`src/rtl/pipe_bus_if.sv`:
```
// rtl/pipe_bus_if.sv - pipeline memory port to Wishbone bus master bridge
// Holds the pipeline with a stall request while a bus cycle is outstanding.
module pipe_bus_if #(
  parameter int STALL_BIT = 1,
  parameter int TIMEOUT   = 255
) (
  input  logic        clk,
  input  logic        rst,
  input  logic [5:0]  stall_i,
  input  logic        flush_i,
  input  logic        cpu_ce_i,
  input  logic [31:0] cpu_addr_i,
  input  logic [31:0] cpu_data_i,
  input  logic        cpu_we_i,
  input  logic [3:0]  cpu_sel_i,
  output logic [31:0] cpu_data_o,
  output logic        stallreq_o,
  output logic        bus_err_o,
  output logic [31:0] wb_adr_o,
  output logic [31:0] wb_dat_o,
  input  logic [31:0] wb_dat_i,
  output logic        wb_we_o,
  output logic [3:0]  wb_sel_o,
  output logic        wb_stb_o,
  output logic        wb_cyc_o,
  input  logic        wb_ack_i
);

  typedef enum logic [1:0] {IDLE, BUSY, WAIT_FOR_STALL} state_t;

  localparam logic [7:0] CNT_LAST = 8'(TIMEOUT - 1);

  state_t      state_q, state_d;
  logic [31:0] adr_q, adr_d;
  logic [31:0] dat_q, dat_d;
  logic [31:0] rbuf_q, rbuf_d;
  logic        we_q, we_d;
  logic [3:0]  sel_q, sel_d;
  logic        stb_q, stb_d;
  logic        err_q, err_d;
  logic [7:0]  cnt_q, cnt_d;
  logic        stallreq;
  logic [31:0] cpu_data;
  logic        own_stall;
  logic        stall_unused;

  assign own_stall    = stall_i[STALL_BIT];
  assign stall_unused = ^stall_i;

  always_comb begin
    state_d  = state_q;
    adr_d    = adr_q;
    dat_d    = dat_q;
    we_d     = we_q;
    sel_d    = sel_q;
    stb_d    = stb_q;
    rbuf_d   = rbuf_q;
    cnt_d    = cnt_q;
    err_d    = 1'b0;
    stallreq = 1'b0;
    cpu_data = '0;
    unique case (state_q)
      IDLE: begin
        stallreq = cpu_ce_i & ~flush_i;
        if (cpu_ce_i && !flush_i) begin
          adr_d   = cpu_addr_i;
          dat_d   = cpu_data_i;
          we_d    = cpu_we_i;
          sel_d   = cpu_sel_i;
          stb_d   = 1'b1;
          cnt_d   = '0;
          state_d = BUSY;
        end
      end
      BUSY: begin
        if (flush_i || wb_ack_i || cnt_q == CNT_LAST) begin
          adr_d   = '0;
          dat_d   = '0;
          we_d    = 1'b0;
          sel_d   = '0;
          stb_d   = 1'b0;
          state_d = IDLE;
        end
        // Flush wins over a coincident ack: the returned data is discarded.
        if (flush_i) begin
          rbuf_d = '0;
        end else if (wb_ack_i) begin
          cpu_data = we_q ? 32'h0 : wb_dat_i;
          if (!we_q) rbuf_d = wb_dat_i;
          if (own_stall) state_d = WAIT_FOR_STALL;
        end else if (cnt_q == CNT_LAST) begin
          err_d = 1'b1;
        end else begin
          cnt_d    = cnt_q + 8'd1;
          stallreq = 1'b1;
        end
      end
      WAIT_FOR_STALL: begin
        // Access already completed; replay the data until the stage advances.
        cpu_data = rbuf_q;
        if (flush_i) rbuf_d = '0;
        if (!own_stall || flush_i) state_d = IDLE;
      end
      default: state_d = IDLE;
    endcase
  end

  always_ff @(posedge clk or negedge rst) begin
    if (!rst) begin
      state_q <= IDLE;
      adr_q   <= '0;
      dat_q   <= '0;
      we_q    <= 1'b0;
      sel_q   <= '0;
      stb_q   <= 1'b0;
      rbuf_q  <= '0;
      cnt_q   <= '0;
      err_q   <= 1'b0;
    end else begin
      state_q <= state_d;
      adr_q   <= adr_d;
      dat_q   <= dat_d;
      we_q    <= we_d;
      sel_q   <= sel_d;
      stb_q   <= stb_d;
      rbuf_q  <= rbuf_d;
      cnt_q   <= cnt_d;
      err_q   <= err_d;
    end
  end

  assign wb_adr_o   = adr_q;
  assign wb_dat_o   = dat_q;
  assign wb_we_o    = we_q;
  assign wb_sel_o   = sel_q;
  assign wb_stb_o   = stb_q;
  assign wb_cyc_o   = stb_q;
  assign bus_err_o  = err_q;
  assign stallreq_o = rst & stallreq;
  assign cpu_data_o = rst ? cpu_data : 32'h0;

endmodule

```
`config.mk`:
```
export PLATFORM = sky130hd
export DESIGN_NAME = pipe_bus_if
export DESIGN_NICKNAME = d
export VERILOG_FILES = /design/src/rtl/pipe_bus_if.sv
export SDC_FILE = /design/constraint.sdc
export NUM_CORES = 1
export LEC_CHECK = 0
export CAP_MARGIN = 20
export CORE_ASPECT_RATIO = 1.1
export CORE_MARGIN = 2
export CORE_UTILIZATION = 38
export DETAILED_ROUTE_END_ITERATION = 7
export HOLD_SLACK_MARGIN = 0.08
export PLACE_DENSITY = 0.86
export SLEW_MARGIN = 20
export SYNTH_ARGS = -nofsm -noshare
export SYNTH_HDL_FRONTEND = slang
export SYNTH_SLANG_ARGS = --single-unit
```
`constraint.sdc`:
```
create_clock -name clk -period 2.2 [get_ports clk]
set_clock_uncertainty 0.15 [all_clocks]
set_input_delay 0.44 -clock clk [delete_from_list [all_inputs] [get_ports clk]]
set_output_delay 0.44 -clock clk [all_outputs]
set_load 0.02 [all_outputs]
```
==> metrics <==
area grow syn2layout 70.0%; drt pass-1 iters 5; Vias 4575; Die X 112 um; GRT Total Usage 20.7%; Hold Path End rbuf_q[10]$_DFFE_PN0P_; post-synthesis sequential area ratio 58.0%; Cell Area, Placed 7550 um2; Starting Density 38.7%; CP Class flip-flop to output pin; worst-case clock buffer depth 2; Clock transition at path regs 50 ps; H-tree level count 4; worst-path maximum fanout 4; status finished, violations left; Synth Register Bits 113; ANT nets after route 0; Yosys warnings 0; DR WL/cell 17.0 um; clock latency at the later pin of the worst-skew pair 400 ps; PnR worst setup slack -319 ps; static leakage 3.65 nW; CP Cell Sequence inv_2, ha_4, or3b_4, a41o_1, a21boi_2, buf_6; global placer's final weighted congestion 0.888; largest family of logic cells by synthesized area compound AO/OA/AOI/OAI gates; Synth cell types 37; XOR/XNOR share of the synthesized area 0%; CTS tree yes; max-cap violation count 0; clock period minus worst slack 2520 ps; violated checks negative setup slack; Post-synth top flop dfrtp_1; Final Cell Area 8290 um2; number of synthesized flops with an enable pin 0; site row count 43; hold path start rbuf_q[10]$_DFFE_PN0P_; vias in the first global route 4646; Num Clock Sinks 113; fraction of the mapped netlist area in adder cells 1.28%; initial antenna violation count 0; largest net degree at the start of global routing 63; crit start category flip-flop; dpl cells 830; post-route clock period utilization 115%; Slew Limit Fails 0; Crit. End Element output pin; Place WS -729 ps; final setup fails 33; power density over the cells 1220 nW/um2; Final Hold Fails 0; Max VDD drop 0.639 mV; critical path arrival 1930 ps; Syn Area/Cell 10.6 um2; Worst R2R End rbuf_q[14]$_DFFE_PN0P_; Synth Area in Compound Gates 24.0%; WHS Path Cells 2; fin nets 816; Rel. slew slack 55.2%; Die H 123 um; IO Pins 217; Post-Synthesis Cells 458; mux cell area share after synthesis 0.411%; Highest Signal Layer met4; Critical-path top delay cell dfrtp_1; Critical Path RT 1610 ps; remaining global-route overflow 0; met2 wire len 7.52 mm; Core ar. 12600 um2; 1st-iter DRT viols 320; number of diodes 0; Finished Layout Cells 869; wirelength, routed 14.8 mm; mapped cell area 4880 um2; reg2reg start state_q[0]$_DFFE_PN0P_; Metal-1 WL 6.08 mm; Post-synth ARST share 100%; RSZ-0062 raised after global routing true; Clk Tree Root Cell clkbuf_16; metal3 WL 968 um; cells on worst reg2reg path 10; slowest stage delay, CP 390 ps; clock buffer count from CTS 17; Syn Nets 575; hold crit path type flip-flop to flip-flop; IO Port Bufs 211; Worst-Margin Slew 672 ps; setup slack, reg-to-reg 50 ps; DRC viols 0; Vias per Instance 5.26; simple-gate portion of the synthesized area 12.1%; Die Area 13800 um2; achievable frequency 397 MHz; layout cell share with drive strength beyond 1 23.2%; detailed placement HPWL 10.1 mm; first-pass GRT wire length 22.6 mm
==> registers in the layout (all words and copies together), names as in the netlist <==
signal and count:
bus_err_o 1, wb_we_o 1, wb_sel_o 4, wb_dat_o 32
wb_cyc_o 1, rbuf_q 32, wb_adr_o 32, state_q 2
cnt_q 8
==> worst max-delay path by stage <==
stage,start,endpoint,slack (ps),depth (start not counted)
floorplan,state_q[1]$_DFFE_PN0P_,cpu_data_o[0],-50,8
global placement,flush_i,cpu_data_o[31],-690,7
detailed placement,flush_i,cpu_data_o[5],-730,7
CTS,state_q[1]$_DFFE_PN0P_,cpu_data_o[5],-330,9
global route,state_q[1]$_DFFE_PN0P_,stallreq_o,-420,6
finish,state_q[1]$_DFFE_PN0P_,stallreq_o,-320,6
==> power by group <==
group | switching (W) | leakage [nW] | internal (W)
Sequential | 0.000454 | 1.49 | 0.00279
Clock | 0.000998 | 0.277 | 0.00168
Combinational | 0.00209 | 1.88 | 0.00206
Total | 0.00354 | 3.65 | 0.00653
==> logic make-up after synthesis <==
logic type	after synthesis
buffers and inverters	45
AO/OA/AOI/OAI	157
multiplexers	2
AND/OR/NAND/NOR	136
flip-flops	113
adder cells (fa/ha/maj)	5
==> cells in the final DEF, fill, tap and decap left out, types with 6 or more instances in the layout <==
cell	count
a22oi_1	31
clkdlybuf4s50_1	175
a22o_1	69
dfrtp_1	113
buf_12	8
buf_6	14
o21ai_0	27
a21oi_1	7
nand2_1	68
o21ai_1	6
nor2_2	31
buf_4	59
clkbuf_16	20
==> critical path, delay by kind of cell (launching register included) <==
family                     cells  cell delay [ps]
buffers and inverters          2              220
adders and majority gates      1              170
and+or+nand+nor                1              380
AOI/OAI and AO/OA              2              360
DFF                            1              390
==> Yosys cell counts, types with 2 or more instances <==
library cell | instances | area [um2]
nand2_1 | 71 | 267
a22o_1 | 69 | 604
a21oi_1 | 9 | 45.0
nand2b_1 | 5 | 31.3
nor3_1 | 2 | 10.0
inv_1 | 5 | 18.8
a22oi_1 | 31 | 233
nand3_1 | 5 | 25.0
buf_6 | 3 | 33.8
buf_2 | 8 | 40.0
a41o_1 | 3 | 30.0
dfrtp_1 | 113 | 2830
nand4_1 | 3 | 18.8
o31ai_1 | 5 | 37.5
mux2i_1 | 2 | 20.0
ha_1 | 5 | 62.6
o21ai_0 | 32 | 160
or4_1 | 5 | 37.5
clkbuf_1 | 28 | 105
nor2_1 | 37 | 139
==> per-layer routing <==
metal | vias to the layer above | GRT usage (%)
li1 | 2145 | -
met1 | 2213 | 24.9
met2 | 195 | 35.4
met3 | 22 | 6.22
met4 | 0 | 7.93
met5 | - | 0
==> through the flow <==
stage | hold WS [ps] | utilization (%) | setup TNS [ps] | total power [W]
6_report | 332 | 65.8 | -6570 | 0.0101
3_5_place_dp | 322 | 60.0 | -40340 | 0.00706
5_1_grt | 359 | 65.8 | -11790 | 0.0106
3_3_place_gp | 315 | 60.0 | -36900 | 0.00693
4_1_cts | 331 | 64.7 | -9900 | 0.00986
2_1_floorplan | -5.59 | - | -1440 | 0.00514
==> area by class of cell <==
type	instances	area (um2)
clock buffer	18	429
clock inverter	14	158
fill	963	4300
inverter	5	18.8
multi-input combinational	300	2040
sequential	113	2830
tap	157	196
timing repair buffer	262	2620
==> repair_timing <==
action | 4_1_cts | 5_1_grt
setup endpoints to repair | 38 | 161
gates resized for setup | 178 | 27
pin swaps | 3 | 6
hold endpoints to repair | 56 | 0
hold buffers | 1 | 0
cloned | 1 | 4
buffers inserted | 2 | 2
Note: power is estimated with default switching activity, not from simulation.
